### config.mk
export PLATFORM = sky130hd
export DESIGN_NAME = midi_msg_assembler
export DESIGN_NICKNAME = d
export VERILOG_FILES = /design/src/rtl/midi_pkg.sv /design/src/rtl/midi_uart_rx.sv /design/src/rtl/midi_msg_assembler.sv
export SDC_FILE = /design/constraint.sdc
export NUM_CORES = 1
export LEC_CHECK = 0
export CAP_MARGIN = 20
export CORE_MARGIN = 5
export CORE_UTILIZATION = 51
export CTS_CLUSTER_SIZE = 30
export DETAILED_ROUTE_END_ITERATION = 8
export PLACE_DENSITY = 0.77
export SKIP_LAST_GASP = 1
export SYNTH_ARGS = -nofsm -noshare
export SYNTH_HDL_FRONTEND = slang
export SYNTH_SLANG_ARGS = --single-unit
### constraint.sdc
create_clock -name CLK -period 1.85 [get_ports CLK]
set_input_delay 0.37 -clock CLK [delete_from_list [all_inputs] [get_ports CLK]]
set_output_delay 0.37 -clock CLK [all_outputs]
set_load 0.005 [all_outputs]
### src/rtl/midi_pkg.sv
// Shared definitions for the MIDI message assembler.
//   - status nibble constants
//   - MIDI_MSG field positions and a packing helper
//   - serial receiver state encoding
package midi_pkg;

  localparam logic [3:0] NOTE_OFF   = 4'h8;
  localparam logic [3:0] NOTE_ON    = 4'h9;
  localparam logic [3:0] PROG_CHG   = 4'hC;
  localparam logic [3:0] CHAN_PRESS = 4'hD;
  localparam logic [3:0] SYS        = 4'hF;

  // MIDI_MSG layout: [23:16] status, [15:8] data1, [7:0] data2
  localparam int MSG_STATUS_LSB = 16;
  localparam int MSG_D1_LSB     = 8;
  localparam int MSG_D2_LSB     = 0;

  typedef enum logic [1:0] {RX_IDLE, RX_START, RX_DATA, RX_STOP} rx_state_t;

  function automatic logic [23:0] pack_msg(input logic [7:0] s, input logic [7:0] d1,
                                           input logic [7:0] d2);
    logic [23:0] m;
    m = '0;
    m[MSG_STATUS_LSB +: 8] = s;
    m[MSG_D1_LSB +: 8]     = d1;
    m[MSG_D2_LSB +: 8]     = d2;
    return m;
  endfunction

  // Program change and channel pressure carry a single data byte.
  function automatic logic is_one_data(input logic [7:0] s);
    return (s[7:4] == PROG_CHG) || (s[7:4] == CHAN_PRESS);
  endfunction

endpackage

### src/rtl/midi_uart_rx.sv
// 8N1 serial receiver for the MIDI IN line.
// Ports:
//   clk, rst_n    clock, async active-low reset
//   serial_in     raw line, asynchronous, idle high
//   data_byte     last good byte (held)
//   byte_valid    1-cycle pulse, good stop bit seen
//   frame_err     1-cycle pulse, stop bit sampled low (byte dropped)
module midi_uart_rx
  import midi_pkg::*;
#(
  parameter int CLKS_PER_BIT = 1600
) (
  input  logic       clk,
  input  logic       rst_n,
  input  logic       serial_in,
  output logic [7:0] data_byte,
  output logic       byte_valid,
  output logic       frame_err
);

  localparam int CW = $clog2(CLKS_PER_BIT + 1);
  localparam logic [CW-1:0] BIT_END  = CW'(CLKS_PER_BIT - 1);
  localparam logic [CW-1:0] HALF_END = CW'(CLKS_PER_BIT / 2 - 1);

  logic          sync1, sync2, rx_prev;
  rx_state_t     state;
  logic [CW-1:0] cnt;
  logic [2:0]    bit_idx;
  logic [7:0]    shreg;

  always_ff @(posedge clk or negedge rst_n) begin
    if (!rst_n) begin
      sync1      <= 1'b1;
      sync2      <= 1'b1;
      rx_prev    <= 1'b1;
      state      <= RX_IDLE;
      cnt        <= '0;
      bit_idx    <= '0;
      shreg      <= '0;
      data_byte  <= '0;
      byte_valid <= 1'b0;
      frame_err  <= 1'b0;
    end else begin
      sync1      <= serial_in;
      sync2      <= sync1;
      rx_prev    <= sync2;
      byte_valid <= 1'b0;
      frame_err  <= 1'b0;
      case (state)
        RX_IDLE: begin
          // Falling edge on the synchronised line marks a start bit.
          if (rx_prev && !sync2) begin
            state   <= RX_START;
            cnt     <= '0;
            bit_idx <= '0;
          end
        end
        RX_START: begin
          if (cnt == HALF_END) begin
            cnt   <= '0;
            // Line back high at mid-start: treat as a glitch, no error.
            state <= sync2 ? RX_IDLE : RX_DATA;
          end else begin
            cnt <= cnt + CW'(1);
          end
        end
        RX_DATA: begin
          if (cnt == BIT_END) begin
            cnt     <= '0;
            shreg   <= {sync2, shreg[7:1]};  // LSB first
            bit_idx <= bit_idx + 3'd1;
            if (bit_idx == 3'd7) state <= RX_STOP;
          end else begin
            cnt <= cnt + CW'(1);
          end
        end
        RX_STOP: begin
          if (cnt == BIT_END) begin
            cnt   <= '0;
            state <= RX_IDLE;
            if (sync2) begin
              data_byte  <= shreg;
              byte_valid <= 1'b1;
            end else begin
              frame_err <= 1'b1;
            end
          end else begin
            cnt <= cnt + CW'(1);
          end
        end
        default: state <= RX_IDLE;
      endcase
    end
  end

endmodule

### src/rtl/midi_msg_assembler.sv
// Assembles MIDI channel-voice messages from the serial MIDI IN stream.
// Handles running status, ignores real-time bytes, drops system messages
// and orphan data bytes.
// Optional build macro: MIDI_NOTEOFF_CONV_EN -- note-on with velocity 0 is
// emitted as note-off (running status keeps the note-on status).
// Ports:
//   CLK, RST_N    clock, async active-low reset
//   MIDI_IN       raw serial line, idle high
//   MIDI_MSG      {status, data1, data2}, held until next message
//   MIDI_MSG_RDY  1-cycle pulse when MIDI_MSG is updated
//   RX_ERR        1-cycle pulse on a framing error
module midi_msg_assembler
  import midi_pkg::*;
#(
  parameter int CLK_HZ = 50000000,
  parameter int BAUD   = 31250
) (
  input  logic        CLK,
  input  logic        RST_N,
  input  logic        MIDI_IN,
  output logic [23:0] MIDI_MSG,
  output logic        MIDI_MSG_RDY,
  output logic        RX_ERR
);

  localparam int CLKS_PER_BIT = CLK_HZ / BAUD;

  logic [7:0] rx_data;
  logic       rx_valid;
  logic [7:0] run_status;  // bit7 clear means no running status
  logic [7:0] d1;
  logic       have_d1;
  logic [7:0] out_status;

  midi_uart_rx #(.CLKS_PER_BIT(CLKS_PER_BIT)) u_rx (
    .clk       (CLK),
    .rst_n     (RST_N),
    .serial_in (MIDI_IN),
    .data_byte (rx_data),
    .byte_valid(rx_valid),
    .frame_err (RX_ERR)
  );

  // Status as emitted on a 2-data completion; only differs from the
  // running status when note-off conversion is built in.
  always_comb begin
    out_status = run_status;
`ifdef MIDI_NOTEOFF_CONV_EN
    if (run_status[7:4] == NOTE_ON && rx_data == 8'h00)
      out_status = {NOTE_OFF, run_status[3:0]};
`endif
  end

  always_ff @(posedge CLK or negedge RST_N) begin
    if (!RST_N) begin
      run_status   <= '0;
      d1           <= '0;
      have_d1      <= 1'b0;
      MIDI_MSG     <= '0;
      MIDI_MSG_RDY <= 1'b0;
    end else begin
      MIDI_MSG_RDY <= 1'b0;
      if (rx_valid) begin
        if (rx_data[7:4] == SYS) begin
          // 0xF8-0xFF real-time: no effect. 0xF0-0xF7: drop running status.
          if (!rx_data[3]) begin
            run_status <= '0;
            have_d1    <= 1'b0;
          end
        end else if (rx_data[7]) begin
          // New channel status abandons any partial message.
          run_status <= rx_data;
          have_d1    <= 1'b0;
        end else if (run_status[7]) begin
          if (is_one_data(run_status)) begin
            MIDI_MSG     <= pack_msg(run_status, rx_data, 8'h00);
            MIDI_MSG_RDY <= 1'b1;
          end else if (!have_d1) begin
            d1      <= rx_data;
            have_d1 <= 1'b1;
          end else begin
            MIDI_MSG     <= pack_msg(out_status, d1, rx_data);
            MIDI_MSG_RDY <= 1'b1;
            have_d1      <= 1'b0;
          end
        end
      end
    end
  end

endmodule

==> key figures, run 1 <==
Pwr
  – Power per Cell Area: around 910 nW/µm²
  – LEAKAGE: about 2.0 nW
  – Power Total: about 3.7 mW
  – Worst IR Drop VDD: ~0.78 mV

Critical path
  – RR Endpoint: u_rx.cnt[9]
  – CP Data Required Time: roughly 2.1 ns
  – R2r setup slk: between 0.02 and 0.03 ns
  – Worst setup SP type: register
  – Max FO, Critical Path: 6
  – CP Capture Type: register
  – R2R depth: 5
  – Worst EP arrival: 2.06 ns
  – Critical Setup Path Class: reg2reg
  – Crit Reg-Reg Startpoint: u_rx.cnt[7]

Detailed routing
  – Via count: 2,329
  – Final WL: between 6000 and 7000 µm
  – Post-route ant nets: 0
  – Vias/cell: about 5.4
  – DR iter-0 viols: between 80 and 90
  – Drt drc: 0
  – Drt first pass iters: 4
  – Drt wl/cell: 14.8 µm

STA
  – Clk_skew: 0.0122 ns
  – Setup Viol. Count Final: 0
  – Final WS setup: 0.0280 ns
  – Fmax: around 550 MHz
  – RSZ-0062 raised after global routing: true
  – Tmin final: around 1.8 ns
  – Part of the cycle the worst path needs: 0.985
  – Hold WS: around 0.36 ns
  – Final slew viol count: 0
  – Least-Margin Pin Slew: 0.597 ns
  – Slew margin rel.: 0.598
  – Final hold vios: 0

Worst hold path
  – Hold path endpoint: u_rx.sync2
  – Hold path depth: 0
  – Type of the worst min-delay path: reg2reg
  – Hold_sp: u_rx.sync1

Global routing
  – Gr usage total: 0.161
  – Vias in the first global route: around 2,400
  – Initial antenna violation count: 0
  – Largest net degree at the start of global routing: 39
  – First-pass GRT wire length: around 11,000 µm
  – GRT overflow: 0

Placed design
  – Global placement routability congestion: approximately 0.85
  – Input/output buffers: 26
  – Final HPWL DP: between 4000 and 5000 µm
  – Setup WS pre-CTS: -0.0198 ns
  – Placed Cells: between 400 and 500

Synth
  – Synthesized flop and latch total: 76
  – Syn Area/Cell: between 10 and 15 µm²
  – Mapped Cells: a little under 300
  – Post-synthesis sequential area ratio: 0.580
  – Synth warnings: 0
  – Mapped Area: approximately 3300 µm²
  – Post-synth EDFFs: 0
  – Post-synth ARST share: 1.00
  – Top FF cell, synth: dfrtp_1
  – Unique masters post-synth: 45

Clock tree
  – CTS tree: yes
  – CTS clk-pin slew, worst paths: ~0.08 ns
  – Max H-tree Level: 3
  – Cts bufs inserted: 9
  – CTS root buffer: clkbuf_8
  – CTS Sinks: 76
  – Worst skew pair latency: about 0.35 ns
  – CTS Buffer Depth: 2

Run
  – Maxcap violations: 0

Floorplan
  – CORE AREA: 6310 µm²
  – I/O Pins: 29
  – Die width: about 90 µm
  – Die area: slightly above 8000 µm²
  – Cell Rows: 29
  – Die height: ~90 µm
  – Initial Utilization: 0.520

Cells and area
  – Post-Layout Cell Count: about 430
  – Share of cells above drive strength 1: 0.248
  – Area growth from synthesis to layout: 24.9%
  – Diode count: 0
  – Post-layout nets: 352

Outcome
  – Status: complete, no violations
## through the flow
stage | area, µm² | utilization | setup TNS, ns
floorplan | 3300 | - | -0.303
global placement | 3780 | 0.599 | 0
detailed placement | 3780 | 0.599 | -0.0198
CTS | 4040 | 0.640 | -0.0103
global route | 4100 | 0.650 | -0.743
finish | 4100 | 0.650 | 0
## power breakdown
part | leakage, nW | internal (mW) | switching [mW]
Clock | 0.106 | 0.766 | 0.636
Sequential | 1.04 | 1.72 | 0.0795
Combinational | 0.810 | 0.249 | 0.284
## layer usage
metal  track usage  vias to the layer above  part of all wire
met5             0                        -                 0
met4        0.0794                        0             0.025
met3        0.0375                       15             0.037
met2         0.264                       43              0.49
met1         0.201                     1136              0.45
li1              -                     1135                 -
## timing repair
item,in CTS,in global routing
hold buffers,1,0
endpoints found under the setup margin,2,27
pin swaps,4,2
endpoints found under the hold margin,16,0
gates resized for setup,1,14
setup buffers,4,1
## cells in the mapped netlist, types with 2 or more instances
cell,instances,area share
dfstp_2,3,0.024
o21ai_1,2,0.0030
dfrtp_1,73,0.56
nor3_1,6,0.0091
mux2_2,21,0.072
nor2_1,6,0.0069
nand3_1,3,0.0046
nand4_1,4,0.0076
or3_2,3,0.0069
a21oi_1,9,0.014
nand2b_1,4,0.0076
o21ai_0,25,0.038
nand3b_1,2,0.0046
a31oi_1,5,0.0095
a22oi_1,2,0.0046
nor3_4,2,0.0099
buf_4,3,0.0069
ha_1,3,0.011
mux2i_1,7,0.021
and4_1,3,0.0080
clkbuf_1,7,0.0080
inv_1,9,0.010
nand2_1,58,0.066
a22o_1,9,0.024
## worst max path at each step
stage	start	end	slack, ns
detailed placement	u_rx.cnt[7]	u_rx.cnt[9]	-0.02
CTS	u_rx.cnt[6]	u_rx.cnt[9]	-0.008
global placement	u_rx.cnt[7]	u_rx.cnt[9]	0.02
finish	u_rx.cnt[7]	u_rx.cnt[9]	0.03
floorplan	u_rx.cnt[0]	u_rx.shreg[0]	-0.05
global route	u_rx.cnt[7]	u_rx.shreg[5]	-0.06
## cell usage in the layout, fill, tap and decap left out, drive strengths merged, types with 11 or more instances in the layout
cell type,instances
nand2,58
mux2,22
inv,11
clkdlybuf4s50,25
dfrtp,73
buf,30
o21ai,28
## critical path, stage by stage (launching register included)
cell	delay, ns
dfrtp_1	0.40
or4_4	0.56
o31ai_4	0.22
a21boi_4	0.28
o21ai_1	0.08
a22o_1	0.18
## cell type report
cell class | count | area [µm²]
clock buffers | 9 | 124
inverters | 9 | 33.8
repair buffers | 56 | 513
fillers | 476 | 2210
well taps | 77 | 96.3
multi-input cells | 194 | 1330
flip-flops and latches | 76 | 1910
clock inverters | 7 | 97.6
## registers in the layout (all words and copies together), names as in the netlist, named ones only
signal / count
MIDI_MSG_RDY: 1
u_rx.frame_err: 1
d1: 7
u_rx.shreg: 8
u_rx.rx_prev: 1
out_status: 8
u_rx.cnt: 11
u_rx.data_byte: 8
u_rx.sync1: 1
u_rx.bit_idx: 3
u_rx.sync2: 1
u_rx.byte_valid: 1
u_rx.state: 1
have_d1: 1
MIDI_MSG: 22
## kinds of logic after synthesis
family	share of synthesized area
mux	0.0967
other cells	0.00114
fa+ha+maj	0.0114
buf+inv	0.0301
simple gates	0.153
flops	0.580
xor+xnor	0.00267
compound gates	0.125
(Power assumes the default switching activity.)
==> inputs of run 2 (changes only) <==
--- a/config.mk
+++ b/config.mk
@@ -8,10 +8,12 @@
 export CAP_MARGIN = 20
 export CORE_MARGIN = 5
 export CORE_UTILIZATION = 51
+export CTS_CLUSTER_DIAMETER = 80
 export CTS_CLUSTER_SIZE = 30
 export DETAILED_ROUTE_END_ITERATION = 8
 export PLACE_DENSITY = 0.77
 export SKIP_LAST_GASP = 1
+export SLEW_MARGIN = 20
 export SYNTH_ARGS = -nofsm -noshare
 export SYNTH_HDL_FRONTEND = slang
 export SYNTH_SLANG_ARGS = --single-unit
==> results of run 2 <==
No change in the layout: final DEF, timing and power equal those of run 1.
==> inputs of run 3 (changes only) <==
--- a/config.mk
+++ b/config.mk
@@ -6,10 +6,11 @@
 export NUM_CORES = 1
 export LEC_CHECK = 0
 export CAP_MARGIN = 20
+export CORE_ASPECT_RATIO = 1.4
 export CORE_MARGIN = 5
 export CORE_UTILIZATION = 51
 export CTS_CLUSTER_DIAMETER = 80
-export CTS_CLUSTER_SIZE = 30
+export CTS_CLUSTER_SIZE = 12
 export DETAILED_ROUTE_END_ITERATION = 8
 export PLACE_DENSITY = 0.77
 export SKIP_LAST_GASP = 1
==> key figures, run 3 (same netlist as run 1, synthesis figures left out) <==
Cells and area
  – Share of cells above drive strength 1: 0.256 (+0.00782)
  – Leading cell types in the layout, fill and taps excluded: dfrtp_1, nand2_1, buf_4
  – Post-route design area: 4090 µm² (-0.30%)
  – Post-Layout Cell Count: 424 (-0.93%)
  – Post-layout nets: 354 (+0.57%)
  – Fillers: 478 (+0.42%)
  – Diode count: 0 (unchanged)
  – Most flops, register: MIDI_MSG
  – Commonest non-fill, non-tap cell in the layout: dfrtp_1
  – Fin util: 0.654 (+0.00424)
  – FF+latch area: 1910 µm² (unchanged)
  – Largest registers: MIDI_MSG x22, u_rx.cnt x11
  – Area growth from synthesis to layout: 24.5%
  – Max FFs per register: 22 (unchanged)
  – Area taken by multi-input logic gates: 1330 µm² (-0.38%)

Critical path
  – CP Data Required Time: 2.09 ns (about the same)
  – Path length in cells of the critical path: 5 (unchanged)
  – Slowest Stage Delay on Critical Path: 0.56 ns (about the same)
  – Max FO, Critical Path: 6 (unchanged)
  – Slowest stage cell, crit path: or4_4
  – Crit path capture: u_rx.cnt[9]
  – R2r setup slk: -0.02 ns (-0.05 ns)
  – Crit path from: u_rx.cnt[6]
  – Critical Setup Path Class: reg2reg
  – Crit-path cells: or4_4, o31ai_4, a21boi_4, o21ai_1, a22o_1
  – RR Endpoint: u_rx.cnt[9]
  – Worst setup SP type: register
  – Buf/Inv on CP: 0 (unchanged)
  – Crit Reg-Reg Startpoint: u_rx.cnt[6]
  – CP Capture Type: register
  – Worst EP arrival: 2.12 ns (+0.06 ns)
  – CP delay by family, top: compound AO/OA/AOI/OAI gates
  – R2R depth: 5 (unchanged)

STA
  – Final WS setup: -0.0237 ns (-0.0518 ns)
  – Tmin final: 1.87 ns (+0.0518 ns)
  – RSZ-0062 raised after global routing: true
  – Final slew viol count: 0 (unchanged)
  – Least-Margin Pin Slew: 0.547 ns (-0.0500 ns)
  – Hold WS: 0.357 ns (-0.00346 ns)
  – Fin Setup TNS: -0.0456 ns (-0.0456 ns)
  – Setup Viol. Count Final: 2 (+2)
  – Fmax: 534 MHz (-2.8%)
  – Part of the cycle the worst path needs: 1.01 (+0.0280)
  – Slew margin rel.: 0.634 (+0.0362)
  – Final hold vios: 0 (unchanged)
  – Clk_skew: 0.0101 ns (-0.00213 ns)

Pwr
  – LEAKAGE: 1.97 nW (+0.38%)
  – Sw power: 973 µW (-2.7%)
  – Switching power share of the total: 0.265 (-0.00210)
  – Power Total: 3.66 mW (-1.9%)
  – Sequential share of power: 0.490 (+0.008)
  – Logic pwr share: 0.164 (+0.021)
  – Power per Cell Area: 896 nW/µm² (-1.6%)
  – Internal: 2.69 mW (-1.6%)
  – Worst IR Drop VDD: 0.791 mV (+0.83%)
  – Clock power frac: 0.346 (-0.029)

Placed design
  – Input/output buffers: 26 (unchanged)
  – Global placement routability congestion: 0.827 (-2.3%)
  – DP Area: 3790 µm² (+0.36%)
  – Final HPWL DP: 4800 µm (+11%)
  – Setup WS pre-CTS: -0.0638 ns (-0.0440 ns)
  – Placed Cells: 402 (-0.99%)

Floorplan
  – Die width: 77.8 µm (-14%)
  – CORE AREA: 6250 µm² (-0.95%)
  – Initial Utilization: 0.525 (+0.00500)
  – Die area: 8170 µm² (+0.28%)
  – Cell Rows: 34 (+17%)
  – I/O Pins: 29 (unchanged)
  – Die height: 105 µm (+16%)

Detailed routing
  – DR iter-0 viols: 86 (+2.4%)
  – Drt first pass iters: 5 (+1)
  – Via count: 2,351 (+0.94%)
  – Drt wl/cell: 15.8 µm (+6.8%)
  – Final WL: 6720 µm (+5.8%)
  – Drt drc: 0 (unchanged)
  – Vias/cell: 5.54 (+1.9%)
  – Post-route ant nets: 0 (unchanged)

Global routing
  – Initial antenna violation count: 0 (unchanged)
  – Largest net degree at the start of global routing: 37 (-5.1%)
  – GRT overflow: 0 (unchanged)
  – Gr usage total: 0.175 (+0.0135)
  – Vias in the first global route: 2,337 (-1.3%)
  – First-pass GRT wire length: 11,200 µm (+3.7%)

Outcome
  – Failing checks: negative setup slack
  – Status: finished with violations

Clock tree
  – Cts bufs inserted: 9 (unchanged)
  – CTS clk-pin slew, worst paths: 0.08 ns (about the same)
  – Max H-tree Level: 3 (unchanged)
  – CTS Buffer Depth: 2 (unchanged)
  – Worst skew pair latency: 0.35 ns (about the same)
  – CTS root buffer: clkbuf_8
  – CTS Sinks: 76 (unchanged)
  – CTS tree: yes

Run
  – Maxcap violations: 0 (unchanged)

Worst hold path
  – Type of the worst min-delay path: reg2reg
-- run 3: changes by cell type in the layout (fill, tap and decap cells not counted), sizes merged --
cell | previous run | this run
clkbuf | 9 | 11
inv | 11 | 9
clkinv | 1 | 3
clkinvlp | 2 | 0
bufinv | 2 | 1
buf | 30 | 32
-- run 3: how the worst min path moves through the flow --
stage               slack, ns  depth (start not counted)       start          end
floorplan                0.07                          0       RST_N  MIDI_MSG[0]
global placement         0.35                          0  u_rx.sync1   u_rx.sync2
detailed placement       0.35                          0  u_rx.sync1   u_rx.sync2
CTS                      0.36                          0  u_rx.sync1   u_rx.sync2
global route             0.37                          0  u_rx.sync1   u_rx.sync2
finish                   0.36                          0  u_rx.sync1   u_rx.sync2
-- run 3: worst register-to-register path, stage by stage (launching register included) --
cell and delay (ns):
dfrtp_1 0.41, or4_4 0.56, o31ai_4 0.21, a21boi_4 0.29, o21ai_1 0.10, a22o_1 0.20
-- run 3: per-layer routing --
layer	share of wire	wire [µm]	vias up	GRT usage
li1	-	-	1134	-
met4	0.030	199	0	0.0885
met1	0.39	2650	1142	0.189
met5	0	0	-	0
met2	0.53	3590	56	0.305
met3	0.042	279	19	0.0508
-- run 3: repair_timing --
| action | CTS | global route |
|---|---|---|
| hold endpoints to repair | 30 | 0 |
| pin swaps | 1 | 2 |
| hold buffers | 1 | 0 |
| setup buffers | 2 | 4 |
| setup endpoints to repair | 2 | 23 |
| gates resized for setup | 1 | 13 |
-- run 3: cell type report --
type,count,share of cell area
well taps,72,0.0220
flip-flops and latches,76,0.466
clock buffers,11,0.0370
repair buffers,58,0.130
multi-input cells,194,0.325
clock inverters,4,0.0119
inverters,9,0.00826
-- run 3: power by group through the flow --
stage	logic (mW)	clock network, mW	registers [mW]
floorplan	0.342	0	1.80
global placement	0.532	0	1.82
detailed placement	0.553	0	1.82
CTS	0.559	1.30	1.79
global route	0.658	1.38	1.81
finish	0.599	1.27	1.80
